`src/rtl/fetch_unit.sv`:
```
// Instruction fetch stage: owns the word-address PC, tracks one in-flight read of a
// 1-cycle-latency instruction memory, and buffers returned words for decode.
module fetch_unit #(
    parameter logic [31:0] RESET_PC = 32'd0,
    parameter int unsigned DEPTH    = 2
) (
    input  logic        clk,
    input  logic        rst,
    input  logic        fetch_en,
    output logic [31:0] imem_pc,
    input  logic [31:0] imem_instruction,
    input  logic        redirect_valid,
    input  logic [31:0] redirect_pc,
    output logic        out_valid,
    input  logic        out_ready,
    output logic [31:0] out_instruction,
    output logic [31:0] out_pc
);
    localparam int PTR_W = (DEPTH > 1) ? $clog2(DEPTH) : 1;
    localparam int CNT_W = $clog2(DEPTH + 1);
    localparam logic [CNT_W:0]   DEPTH_C = (CNT_W + 1)'(DEPTH);
    localparam logic [PTR_W-1:0] LAST_C  = PTR_W'(DEPTH - 1);

    logic [31:0]      r_fetch_pc;
    logic             r_inflight;
    logic [31:0]      r_inflight_pc;
    logic [31:0]      r_buf_instr [DEPTH];
    logic [31:0]      r_buf_pc    [DEPTH];
    logic [PTR_W-1:0] r_rd_ptr;
    logic [PTR_W-1:0] r_wr_ptr;
    logic [CNT_W-1:0] r_count;

    logic             w_pop;
    logic             w_ret;
    logic             w_issue;
    logic [CNT_W:0]   w_occ_after;
    logic [CNT_W-1:0] w_count_nxt;

    function automatic logic [PTR_W-1:0] ptr_inc(input logic [PTR_W-1:0] p);
        return (p == LAST_C) ? '0 : p + PTR_W'(1);
    endfunction

    assign w_pop = out_valid && out_ready;
    assign w_ret = r_inflight;

    // Credit check counts the in-flight word as already occupying a slot, so a
    // return can never find the buffer full.
    assign w_occ_after = {1'b0, r_count} + (CNT_W + 1)'(r_inflight) - (CNT_W + 1)'(w_pop);
    assign w_issue     = fetch_en && !redirect_valid && (w_occ_after < DEPTH_C);

    always_comb begin
        w_count_nxt = r_count;
        case ({w_ret, w_pop})
            2'b10:   w_count_nxt = r_count + CNT_W'(1);
            2'b01:   w_count_nxt = r_count - CNT_W'(1);
            default: w_count_nxt = r_count;
        endcase
    end

    // NOTE: all state below uses non-blocking assignments so every register samples
    // pre-edge values; blocking here would let r_fetch_pc leak into r_inflight_pc.
    always_ff @(posedge clk or posedge rst) begin
        if (rst) begin
            r_fetch_pc    <= RESET_PC;
            r_inflight    <= 1'b0;
            r_inflight_pc <= '0;
            r_rd_ptr      <= '0;
            r_wr_ptr      <= '0;
            r_count       <= '0;
            // NOTE: buffer storage is reset on purpose so out_instruction/out_pc read
            // as zero during reset; it is only DEPTH words, not a RAM macro.
            for (int i = 0; i < DEPTH; i++) begin
                r_buf_instr[i] <= '0;
                r_buf_pc[i]    <= '0;
            end
        end else if (redirect_valid) begin
            r_fetch_pc <= redirect_pc;
            r_inflight <= 1'b0;
            r_rd_ptr   <= '0;
            r_wr_ptr   <= '0;
            r_count    <= '0;
        end else begin
            r_inflight <= w_issue;
            if (w_issue) begin
                r_inflight_pc <= r_fetch_pc;
                r_fetch_pc    <= r_fetch_pc + 32'd1;
            end
            if (w_ret) begin
                r_buf_instr[r_wr_ptr] <= imem_instruction;
                r_buf_pc[r_wr_ptr]    <= r_inflight_pc;
                r_wr_ptr              <= ptr_inc(r_wr_ptr);
            end
            if (w_pop) begin
                r_rd_ptr <= ptr_inc(r_rd_ptr);
            end
            r_count <= w_count_nxt;
        end
    end

    assign imem_pc         = r_fetch_pc;
    assign out_valid       = (r_count != '0);
    assign out_instruction = r_buf_instr[r_rd_ptr];
    assign out_pc          = r_buf_pc[r_rd_ptr];

endmodule

```
`config.mk`:
```
export PLATFORM = sky130hd
export DESIGN_NAME = fetch_unit
export DESIGN_NICKNAME = d
export VERILOG_FILES = /design/src/rtl/fetch_unit.sv
export SDC_FILE = /design/constraint.sdc
export NUM_CORES = 1
export LEC_CHECK = 0
export ABC_AREA = 1
export CAP_MARGIN = 20
export CORE_ASPECT_RATIO = 0.9
export CORE_UTILIZATION = 45
export CTS_BUF_LIST = sky130_fd_sc_hd__clkbuf_8
export DETAILED_ROUTE_END_ITERATION = 10
export PLACE_DENSITY_LB_ADDON = 0.08
export SYNTH_ARGS = -nofsm -noshare
export SYNTH_HDL_FRONTEND = slang
export SYNTH_SLANG_ARGS = --single-unit
```
`constraint.sdc`:
```
create_clock -name clk -period 9.2 [get_ports clk]
set_input_delay 0.92 -clock clk [delete_from_list [all_inputs] [get_ports clk]]
set_output_delay 0.92 -clock clk [all_outputs]
set_load 0.1 [all_outputs]
```
---- Yosys cells after proc, flatten, opt, wreduce, memory -nomap -nowiden ----
Index checks and enable logic that the tools add are counted.
storage, ports and cells
  logic and storage cells ................. 59
  register bits ........................... 197
operators by class
  muxes and demuxes ....................... 21
  magnitude comparators ................... 4
  bitwise operators ....................... 3
  $add $sub $neg .......................... 7
  reduce and logical (&&, ||, !) cells .... 12
  equal/unequal tests ..................... 2
operator list
  cell                                                                   count
  32-bit two-way mux                                                     9
  64-bit bitwise mux                                                     2
  32-bit by 1-bit adder with 32-bit output, second input constant        1
  32-bit demux with 1-bit select                                         1
  2-bit nonzero test                                                     4
  1-bit two-way mux                                                      7
  2-bit >= comparator, second input constant                             2
  1-bit logical AND                                                      4
  1-bit NOT with 2-bit output                                            2
  2-bit case mux with 2 select lines                                     1
  2-bit AND reduction                                                    2
  2-bit by 1-bit adder with 3-bit output                                 1
  3-bit by 2-bit < comparator with 1-bit output, second input constant   1
  3-bit nonzero test                                                     1
  3-bit by 1-bit subtractor with 3-bit output                            1
  1-bit adder, second input constant                                     2
  2-bit by 1-bit adder with 2-bit output, second input constant          1
  2-bit by 1-bit equality test with 1-bit output, second input constant  1
  2-bit equality test, second input constant                             1
  2-bit by 1-bit < comparator with 1-bit output, second input constant   1
  2-bit two-way mux                                                      1
  2-bit by 1-bit subtractor with 2-bit output, second input constant     1
  1-bit zero test                                                        1
  1-bit NOT                                                              1

---- Depth between registers and ports, before layout ----
  depth after elaboration ................. 7
  gate-level depth with buffers ........... 16

---- Worst setup path before layout ----
No wires, ideal clock.
  path kind ............................... reg2reg
  start point ............................. register r_count[1]
  end point ............................... register r_inflight_pc[10]
  clock period less this slack ............ 3282 ps
  setup slack ............................. 5918 ps
  library setup time ...................... 131 ps
  arrival ................................. 3151 ps
  required time ........................... 9069 ps
  path buffers ............................ 2
  stages on the path, launching flop included .. 15
  cells stage by stage .................... dfrtp_1 inv_1 nand2_1 nand2_1 inv_1 ha_1 or2_2 fa_1 nand2_1 nor2_4 nand2_4 buf_6 buf_4 nand2_1 o21ai_0
between the ends
  cells in the longest elaborated chain, start to end .. 6
ends and longest elaborated chain
  item                                           RTL line  RTL
  start, declared                                31        logic [CNT_W-1:0] r_count;
  start signal, assigned                         96        r_count <= w_count_nxt;
  2-bit nonzero test                             101       assign out_valid = (r_count != '0);
  net out_valid                                  14        output logic out_valid,
  1-bit logical AND                              43        assign w_pop = out_valid && out_ready;
  3-bit by 1-bit subtractor with 3-bit output    48        assign w_occ_after = {1'b0, r_count} + (CNT_W + 1)'(r_inflight) - (CNT_W + 1)'(w_pop);
  3-bit by 2-bit < comparator with 1-bit output  49        assign w_issue = fetch_en && !redirect_valid && (w_occ_after < DEPTH_C);
  1-bit logical AND                              49
  2-bit AND reduction (no line)                  n/a
  end signal, assigned                           85        r_inflight_pc <= r_fetch_pc;
  end, declared                                  26        logic [31:0] r_inflight_pc;
The timed path passes the listed nets, and every way through them passes these cells.
A chain may end at the register's enable or synchronous reset.

---- Worst setup path after layout ----
  start point ............................. register r_rd_ptr
  end point ............................... output port out_pc[17]
between the ends
  cells in the longest elaborated chain, start to end .. 4
ends and longest elaborated chain
  item                                                    RTL line  RTL
  start, declared                                         29        logic [PTR_W-1:0] r_rd_ptr;
  start signal, assigned                                  94        r_rd_ptr <= ptr_inc(r_rd_ptr);
  1-bit NOT with 2-bit output (implied by the code)       103       assign out_pc = r_buf_pc[r_rd_ptr];
  32-bit two-way mux (implied by the code) (3 in series)  103
  end, declared                                           17        output logic [31:0] out_pc
Every way passes these cells. The select of a mux whose other input is x is not followed.

==> metrics.txt <==
Rel. slew slack 32.5%; via/cell ratio 4.83; setup TNS after final layout 0 ns; WL/cell 13.7 um; first-pass GRT wire length 38.3 mm; RD Place Congestion 0.915; drt drc 0; layout net count 1,460; Num CTS Buffers 17; status finished, final reports clean; clock root buffer clkbuf_8; max-cap violation count 0; clk sinks 197; Critical-path top delay cell clkdlybuf4s50_1; Post-synth EDFFs 0; core area 20,300 um2; Final Cell Area 11,700 um2; Ports 166; Skew-Pair Late Insertion Delay 0.46 ns; DR vias 8,125; Max Fclk 246 MHz; Post CTS Setup Buffer Count 0; Routed WL 23.0 mm; largest buffer count on any clock path 2; RSZ-0062 raised after global routing false; cells after synthesis 1,256; CP cell instances inv_2, buf_4, nand2_1, nand2_1, clkdlybuf4s50_1; Worst EP arrival 3.14 ns; worst-path maximum fanout 48; leading post-synthesis cells by cell area dfrtp_1 52%, nand2_1 20%, o21ai_0 7.2%; synthesized area per cell 7.53 um2; Setup CP Type reg2out; sequential area share after synthesis 52.1%; Netlist cell types 28; TritonCTS clock tree built; # diodes 0; minimum clock period 4.06 ns; Post-synth top flop dfrtp_1; number of DRC markers in iteration 0 599; Synth top area share 52.1%; vias in the first global route 7,513; Yosys Warn Count 0; synthesized flop and latch total 197; hpwl dp 15.1 mm; die height 140 um; final hold violations 0; initial antenna violation count 0; Placed Area 11,200 um2; total congestion overflow 0; largest net degree at the start of global routing 129; slowest stage delay, CP 1.15 ns; pins over their slew limit 0; H-tree depth 4; most frequent cells after synthesis 509 x nand2_1, 197 x dfrtp_1, 137 x o21ai_0, 135 x inv_1, 74 x nand3_1; delay-heaviest family, CP buffers and inverters; r2r setup slk 5.57 ns; row cnt 49; Setup Skew 0.0145 ns; CP bufs+invs 3; crit start category flop; PortBufs 165; Hold WC Path Type reg2reg; Die W 155 um; Routed Antenna Nets 0; number of fill cells 1,938; CTS Hold Bufs 0; Required @ worst endpoint 8.28 ns; Worst setup EP type output port; async set-reset flop share out of synthesis 100%; net count after synthesis 1,328; Pre-antenna DRT Iters 5; crit-path most repeated cell nand2_1; Initial Util 46.6%; Final setup viols 0; clock-pin transition on the worst setup and hold timing paths 0.10 ns; leading area contributor after synthesis dfrtp_1; Post-Synthesis Cell Area 9460 um2; gr usage total 22.3%; post_cts resized 0; Tcrit/Tclk final 44.2%; area occupied by registers 4930 um2; area delta synth->final 23.3%; die area 21,600 um2; ratio of cells with drive above 1 in the final layout 4.21%; top-count cell post-synth nand2_1; Slew @ Worst Pin 1.01 ns; Min Hold Slack 0.488 ns; footprint of the multi-input gates 3720 um2
cells by family (layout without fill, tap and decap cells):
logic type	count (synthesis)	in the layout	synth area share [%]
fa+ha+maj	3	3	0.476
compound gates	182	182	9.71
xor+xnor	3	3	0.278
buf+inv	198	343	8.73
flops	197	197	52.1
simple gates	673	673	28.7
flip-flops by register name, indices dropped and copies added, names as in the netlist:
register and flops:
r_wr_ptr 1, r_rd_ptr 1, r_inflight_pc 32, r_count 2, r_buf_instr 64, r_inflight 1, r_buf_pc 64, imem_pc 32
stage by stage:
stage	setup WS, ns	utilization (%)	std cells
final	5.14	57.5	1681
after CTS	5.08	57.4	1680
after global placement	4.98	55.3	1648
after detailed placement	4.91	55.3	1648
after floorplan	2.91	-	1256
after global routing	4.92	57.5	1681
area by class of cell:
class / count / area share (%)
clock buffers: 18 / 2.12
clock inverters: 14 / 1.38
inverters: 138 / 4.53
multi-input cells: 861 / 31.9
flip-flops and latches: 197 / 42.3
well taps: 280 / 3.00
repair buffers: 173 / 14.8
worst register-to-register path: cells and delay by family, from the launching register on:
kind                       cells  cell delay [ns]
adders and majority gates      2             0.70
buffers and inverters          3             0.46
DFF                            1             0.46
and+or+nand+nor                9             1.96
worst paths after layout:
path	end	cells past startpoint	start
min in group asynchronous	r_buf_instr[11]$_DFFE_PP0P_	2	rst
setup / recovery	out_pc[17]	5	r_rd_ptr$_DFFE_PP0P_
setup reg to reg	imem_pc[2]$_DFFE_PP0P_	14	r_count[1]$_DFFE_PP0P_
hold / removal	r_buf_pc[12]$_DFFE_PP0P_	2	r_buf_pc[12]$_DFFE_PP0P_
max in group asynchronous	r_rd_ptr$_DFFE_PP0P_	3	rst
hold reg to reg	r_buf_pc[12]$_DFFE_PP0P_	2	r_buf_pc[12]$_DFFE_PP0P_
placed cells by master, fill, tap and decap left out, types with 4 or more instances in the layout:
cell type / count
a21oi_1: 16
buf_4: 7
clkbuf_8: 18
clkdlybuf4s50_1: 165
dfrtp_1: 196
inv_1: 136
nand2_1: 509
nand3_1: 73
nor2_1: 68
nor2_2: 4
nor2_4: 6
o21ai_0: 137
o21ai_1: 26
routing by layer:
metal	global-route usage (%)	share of wire (%)	up-vias
met4	6.77	1.6	0
met5	0	0	-
li1	-	-	4142
met3	3.99	5.2	20
met2	32.1	42	250
met1	34.1	51	3713
Power is left out: the tool's default activity adds up to more than one toggle a clock period on the data nets, which glitch-free logic cannot reach.
